File: config.mk
export PLATFORM = sky130hd
export DESIGN_NAME = acs_survivor
export DESIGN_NICKNAME = d
export VERILOG_FILES = /design/src/rtl/acs_survivor.sv
export SDC_FILE = /design/constraint.sdc
export NUM_CORES = 1
export LEC_CHECK = 0
export CORE_UTILIZATION = 45
export CTS_CLUSTER_DIAMETER = 40
export DETAILED_ROUTE_END_ITERATION = 8
export GPL_TIMING_DRIVEN = 0
export MAX_ROUTING_LAYER = met4
export PLACE_DENSITY = 0.62
export RECOVER_POWER = 100
export SETUP_SLACK_MARGIN = 0.05
export SYNTH_ARGS = -nofsm -noshare
export SYNTH_HDL_FRONTEND = slang
export SYNTH_SLANG_ARGS = --single-unit
File: constraint.sdc
create_clock -name clk -period 25.6 [get_ports clk]
set_input_delay 5.12 -clock clk [delete_from_list [all_inputs] [get_ports clk]]
set_output_delay 5.12 -clock clk [all_outputs]
set_load 0.005 [all_outputs]
File: src/rtl/acs_survivor.sv
// acs_survivor: K=3 rate-1/2 Viterbi add-compare-select with per-frame survivor decision storage
module acs_survivor #(
  parameter int DATA_FRAME_LENGTH = 8,
  parameter int PM_WIDTH = 8
) (
  input  logic                           clk,
  input  logic                           rst,
  input  logic                           en_a,
  input  logic                           i_valid,
  input  logic [1:0]                     i_sym,
  output logic                           o_ready,
  output logic [DATA_FRAME_LENGTH*4-1:0] o_surv_dec,
  output logic [7:0]                     o_sel_node,
  output logic                           o_decoder_done
);
  localparam int CW = $clog2(DATA_FRAME_LENGTH);
  localparam logic [PM_WIDTH-1:0] PM_ZERO = PM_WIDTH'(0);
  localparam logic [PM_WIDTH-1:0] PM_INIT = PM_WIDTH'(63);
  localparam logic [CW-1:0] CNT_LAST = CW'(DATA_FRAME_LENGTH - 1);
  typedef enum logic [1:0] {IDLE, RUN, DONE} state_t;
  state_t state_q, state_d;
  logic [PM_WIDTH-1:0] pm_q [4];
  logic [PM_WIDTH-1:0] pm_d [4];
  logic [PM_WIDTH-1:0] cand0 [4];
  logic [PM_WIDTH-1:0] cand1 [4];
  logic [PM_WIDTH-1:0] acs [4];
  logic [3:0] dec;
  logic [1:0] best, sel_q, sel_d;
  logic [CW-1:0] cnt_q, cnt_d;
  logic [DATA_FRAME_LENGTH*4-1:0] surv_q, surv_d;

  function automatic logic [PM_WIDTH-1:0] add_bm(input logic [PM_WIDTH-1:0] pm, input logic [1:0] sym,
                                                  input logic u, input logic p1, input logic p0);
    logic [PM_WIDTH:0] s;
    s = {1'b0, pm} + (PM_WIDTH+1)'(sym[1] ^ u ^ p1 ^ p0) + (PM_WIDTH+1)'(sym[0] ^ u ^ p0);
    return s[PM_WIDTH] ? '1 : s[PM_WIDTH-1:0];
  endfunction

  always_comb begin
    best = 2'd0;
    for (int n = 0; n < 4; n++) begin
      cand0[n] = add_bm(pm_q[{n[0], 1'b0}], i_sym, n[1], n[0], 1'b0);
      cand1[n] = add_bm(pm_q[{n[0], 1'b1}], i_sym, n[1], n[0], 1'b1);
      dec[n] = cand1[n] < cand0[n];
      acs[n] = dec[n] ? cand1[n] : cand0[n];
    end
    for (int n = 1; n < 4; n++) best = acs[n] < acs[best] ? 2'(n) : best;
  end

  always_comb begin
    state_d = state_q;
    pm_d = pm_q;
    cnt_d = cnt_q;
    surv_d = surv_q;
    sel_d = sel_q;
    case (state_q)
      IDLE: if (en_a) begin
        state_d = RUN;
        pm_d = '{PM_ZERO, PM_INIT, PM_INIT, PM_INIT};
        cnt_d = '0;
        surv_d = '0;
        sel_d = 2'd0;
      end
      RUN: if (i_valid) begin
        pm_d = acs;
        cnt_d = cnt_q + 1'b1;
        surv_d[4*cnt_q +: 4] = dec;
        state_d = cnt_q == CNT_LAST ? DONE : RUN;
        sel_d = cnt_q == CNT_LAST ? best : sel_q;
      end
      default: state_d = IDLE;
    endcase
  end

  always_ff @(posedge clk) begin
    if (rst) begin
      state_q <= IDLE;
      pm_q <= '{PM_ZERO, PM_INIT, PM_INIT, PM_INIT};
      cnt_q <= '0;
      surv_q <= '0;
      sel_q <= 2'd0;
    end else begin
      state_q <= state_d;
      pm_q <= pm_d;
      cnt_q <= cnt_d;
      surv_q <= surv_d;
      sel_q <= sel_d;
    end
  end

  assign o_ready = state_q == RUN;
  assign o_decoder_done = state_q == DONE;
  assign o_surv_dec = surv_q;
  assign o_sel_node = {6'd0, sel_q};
endmodule

# --- Yosys cells after proc, flatten, opt, wreduce, memory -nomap -nowiden ---
# Index checks and enable logic that the tools add are counted.
totals:
  latchBits: 0
  word_cells: 91
  output_inout_bits: 42
  input_bits: 6
  ram_bits: 0
  rom_bits: 0
  mem_count: 0
  ff_bits: 71
classes:
  order_cmp: 9
  mux: 39
  multipliers: 0
  shifts: 2
  bitwise: 4
  n_reduce_logical: 5
  div: 0
  add_sub_neg: 18
  n_eq_ne: 6
ops:
  columns: ["op", "count"]
  rows:
  - ["$mux W32", 4]
  - ["$mux W8", 16]
  - ["$pmux W32 S2", 2]
  - ["$add A8 B1 Y9", 8]
  - ["$add A9 B1 Y9", 8]
  - ["$lt A8 B8 Y1", 7]
  - ["$neg A5 Y34", 1]
  - ["$shift A4 B34 Y32 const A", 1]
  - ["$shiftx A4 B34 Y32", 1]
  - ["$bmux W8 S2", 2]
  - ["$bwmux W32", 1]
  - ["$mux W2", 8]
  - ["$pmux W2 S2", 2]
  - ["$ge A3 B3 Y1 const B", 2]
  - ["$mux W3", 2]
  - ["$pmux W3 S2", 1]
  - ["$ne A2 B2 Y1 const B", 2]
  - ["$reduce_and A4 Y1", 1]
  - ["$add A3 B1 Y3 const B", 1]
  - ["$eq A3 B3 Y1 const B", 1]
  - ["$not A1 Y3", 1]
  - ["$not A2 Y3", 1]
  - ["$reduce_and A3 Y1", 1]
  - ["$eq A2 B1 Y1 const B", 1]
  - ["7 further kinds", 8]

# --- Longest topological paths before layout ---
logic_depth:
  word_depth: 23
  ltp_mapped: 37
  ltp_nobuf: 35

# --- Least setup slack after synthesis ---
# No wires, ideal clock.
synth_path:
  kind: "input port to flip-flop"
  start: "in i_sym[0]"
  end: "reg sel_q[1]"
  required_ns: 25.540
  slack_ns: 13.096
  setup_time_ns: 0.060
  cell_stages: 32
  n_path_buf: 2
  arrival_ns: 12.444
  path_cell_list: "inv_1 -> fa_1 -> inv_1 -> ha_1 -> and3_1 -> and2_1 -> nor2_1 -> ha_1 -> a211o_1 -> o31ai_1 -> nor2b_1 -> buf_2 -> mux2i_1 -> inv_1 -> ha_1 -> nand4_1 -> or2_2 -> o21ai_2 -> mux2_4 -> ha_1 -> a2111o_1 -> a211o_1 -> o41a_1 -> buf_2 -> a21o_1 -> ha_1 -> a21o_1 -> a21o_1 -> a21oi_1 -> o211ai_1 -> a211oi_1 -> a221o_1"
synth_via:
  elab_chain_cells: 22
  word_cells_on_any_way: 42
  classes_between: "add/sub: 8; order compare: 7; mux: 24; bitwise: 3"
synth_lines:
  columns: ["element", "line_no", "text"]
  rows:
  - ["start, declared", "10", "input logic [1:0] i_sym,"]
  - ["$not A1 Y1 (no source line)", null, null]
  - ["$add A9 B1 Y9", "35", "s = {1'b0, pm} + (PM_WIDTH+1)'(sym[1] ^ u ^ p1 ^ p0) + (PM_WIDTH+1)'(sym[0] ^ u ^ p0);"]
  - ["$mux W8", "36", "return s[PM_WIDTH] ? '1 : s[PM_WIDTH-1:0];"]
  - ["$lt A8 B8 Y1", "44", "dec[n] = cand1[n] < cand0[n];"]
  - ["$mux W8", "45", "acs[n] = dec[n] ? cand1[n] : cand0[n];"]
  - ["$lt A8 B8 Y1", "47", "for (int n = 1; n < 4; n++) best = acs[n] < acs[best] ? 2'(n) : best;"]
  - ["$mux W1", "47", null]
  - ["$not A1 Y3 (not written as such)", "47", null]
  - ["[... 5 more ...]", null, null]
  - ["$not A2 Y3 (not written as such)", "47", null]
  - ["$bmux W8 S2", "47", null]
  - ["$mux W8 (not written as such) (2 in a row)", "47", null]
  - ["$lt A8 B8 Y1", "47", null]
  - ["$mux W2 (*)", "47", null]
  - ["$mux W2 (*)", "69", "sel_d = cnt_q == CNT_LAST ? best : sel_q;"]
  - ["$mux W2 (*)", "64", "RUN: if (i_valid) begin"]
  - ["$pmux W2 S2 (*)", "56", "case (state_q)"]
  - ["end signal, assigned", "87", "sel_q <= sel_d;"]
  - ["end, declared", "28", "logic [1:0] best, sel_q, sel_d;"]
# Mark *: on every way between the ends. The rest lies on a longest branch, timed or not. The select of a mux whose other input is x is not followed.
# A chain may end at the register's enable or synchronous reset.

# --- Worst setup path in the final report ---
# Same ends and word-level chain as after synthesis.

==> impl_metrics.ini <==
[synth]
synth_ff_type = dfxtp_1
ys_seq_elements = 71
syn_area_um2 = 6070
synthCells = 775
ys.warnings.count = 0
ys_types = 66
synth_edf_count = 0
seq_area_frac_synth_pct = 23.4
avgSynthCellArea_um2 = 7.83
ys_async_sr_fraction_pct = 0

[cts]
clock_path_buffers = 2
h-tree-depth = 3
cts_root_buffer = clkbuf_16
cts_tree = built
path_clk_slew_ps = 60
cts_resized = 0
hold_buffers = 0
clk_latency_ps = 340
cts_made_buffers = 9
postCtsSetupRepairBufs = 0
clock-sinks = 71

[placed_design]
gp_congestion = 0.911
port_buffers = 40
dp_hpwl_um = 14000

[timing]
final_hold_viol_count = 0
rsz0062_at_grt = false
finalClockSkew_ps = 5.82
fin_setup_tns_ps = 0
period_share_pct = 61.5
fin_crit_ps = 15740
max_slew.worst_pin.slew_ps = 1450
setup_viol = 0
fmax_ghz = 0.0635
slew_viol_final = 0
slew_headroom_pct = 2.40

[grt]
grtUsageTotal_pct = 26.5
grt_pass1_wl_um = 28000
first_global_vias = 5443
antenna_found_initial = 0
grt_max_degree = 14
grt_overflow = 0

[routing]
drt_iter0_drc = 345
drtPass1Iterations = 5
drt-total-wl_um = 17400
vias_per_cell = 5.69
ant_nets = 0
drc_errors = 0
wire_per_inst_um = 17.2
num_vias = 5755

[die]
dieArea_um2 = 13900
coreArea_um2 = 13200
ios = 48
die_w_um = 118
rows = 42
start_util_pct = 46.0
die_y_um = 118

[layout]
fillers = 1274
seq_area_um2 = 1420
final_net_count = 910
layout-drive-gt1-share_pct = 6.10
n_antenna_cell = 0
area_growth_pct = 15.1
multi_input_area_um2 = 4240

[setup_path]
endpoint_kind = register
cp_data_arrival_time_ps = 15950
rr_worst_depth = 33
critPathLaunchType = input pin
worstSetupPathType = input pin to register
slowest_stage = o21ai_0
slowest_delay_ps = 1130
cp.required_ps = 25820
worstPathMaxFanout = 10
crit_path_frequent_cell = ha_1

[job]
max-cap-violations = 0

[min_path]
hold_path.class = register to register
holdPathStages = 1

[run_status]
status = finished clean
## sequential cells by signal (all words and copies together) (netlist names)
| register | cells |
|---|---|
| sel_q | 2 |
| cnt_q | 3 |
| pm_q | 32 |
| state_q | 2 |
| o_surv_dec | 32 |
## per-layer routing
| layer | vias to the layer above | wire (µm) | GRT usage, % |
|---|---|---|---|
| met3 | 26 | 902 | 4.65 |
| met5 | - | 0 | - |
| met1 | 2729 | 8150 | 35.0 |
| met2 | 151 | 7940 | 41.2 |
| met4 | 0 | 414 | 8.01 |
| li1 | 2849 | - | - |
## logic make-up after synthesis
family | share of synthesized area [%]
adder cells (fa/ha/maj) | 16.2
multiplexers | 5.51
other | 0.0618
AO/OA/AOI/OAI | 21.2
buffers and inverters | 6.35
XOR/XNOR | 4.91
AND/OR/NAND/NOR | 22.4
flip-flops | 23.4
## placed cells by master (no fill, tap or decap), types with 6 or more instances in the layout
master         instances
nor2_1               120
dfxtp_1               71
nand2_1               68
ha_1                  64
a22oi_1               47
inv_1                 41
dlygate4sd3_1         38
nand3_1               29
a21oi_1               28
o21ai_0               27
mux2i_1               27
clkbuf_1              21
xor2_1                20
o22ai_1               15
a21o_1                15
buf_2                 14
xnor2_1               14
nor3_1                14
and2_1                 9
buf_4                  9
nand2b_1               9
fa_1                   9
clkbuf_16              9
nand4_1                8
and3_1                 8
a211oi_1               7
nor2b_1                6
o21a_1                 6
conb_1                 6
## metrics by stage
step | setup WS (ps) | hold slack (ps) | utilization, % | area [µm²] | std cells
final | 9860 | 489 | 52.9 | 6980 | 1012
after global routing | 9160 | 525 | 52.9 | 6980 | 1012
after CTS | 11350 | 504 | 53.3 | 7030 | 1012
after detailed placement | 11010 | 479 | 50.8 | 6710 | 996
after global placement | 10990 | 474 | 50.8 | 6710 | 996
after floorplan | 13100 | 461 | - | 6080 | 780
## critical path, delay by kind of cell
family,cells,cell delay [ps]
AO/OA/AOI/OAI,11,4370
buffers and inverters,6,1850
adder cells (fa/ha/maj),6,1950
AND/OR/NAND/NOR,9,1740
multiplexers,2,950
## layout make-up
cell class                      instances  share of cell area (%)
Inverter                               42                    2.26
Tap cell                              176                    3.15
Sequential cell                        71                    20.4
Buffer                                 45                    3.15
Multi-Input combinational cell        622                    60.7
Timing Repair Buffer                   40                    5.73
Clock inverter                          6                    1.33
Clock buffer                           10                    3.28
## worst paths after layout
check | from | end | slack (ps)
worst min register to register | sel_q[0] | sel_q[0] | 490
worst max register to register | pm_q[24] | sel_q[1] | 15410
worst min-delay path | sel_q[0] | sel_q[0] | 490
worst max-delay path | i_sym[0] | sel_q[1] | 9860
## cells in the mapped netlist, drive strengths merged, types with 2 or more instances
| cell | n | area (µm²) |
|---|---|---|
| o211ai | 5 | 42.5 |
| or2 | 5 | 31.3 |
| xnor2 | 14 | 123 |
| fa | 9 | 180 |
| mux2 | 5 | 63.8 |
| and2 | 13 | 81.3 |
| and4 | 3 | 26.3 |
| a2bb2oi | 2 | 17.5 |
| mux2i | 27 | 270 |
| nand2b | 9 | 56.3 |
| a21o | 15 | 113 |
| o2111ai | 3 | 26.3 |
| a211o | 4 | 35.0 |
| clkbuf | 14 | 52.6 |
| o22ai | 15 | 93.8 |
| nor2b | 6 | 37.5 |
| nor3b | 2 | 15.0 |
| inv | 41 | 154 |
| nand3 | 29 | 150 |
| dfxtp | 71 | 1420 |
| a22oi | 47 | 353 |
| o31ai | 2 | 15.0 |
| nand4 | 9 | 62.6 |
| nor3 | 14 | 70.1 |
| xor2 | 20 | 175 |
| o21a | 6 | 45.0 |
| buf | 31 | 175 |
| nand2 | 68 | 255 |
| o21ai | 29 | 156 |
| nand3b | 5 | 37.5 |
| and3 | 8 | 50.1 |
| nor2 | 120 | 453 |
| ha | 64 | 801 |
| a211oi | 9 | 77.6 |
| a31oi | 4 | 25.0 |
| a21oi | 28 | 140 |
Power is not shown: default switching activity piles up to over one toggle a cycle in this logic, so the estimate is an artifact.
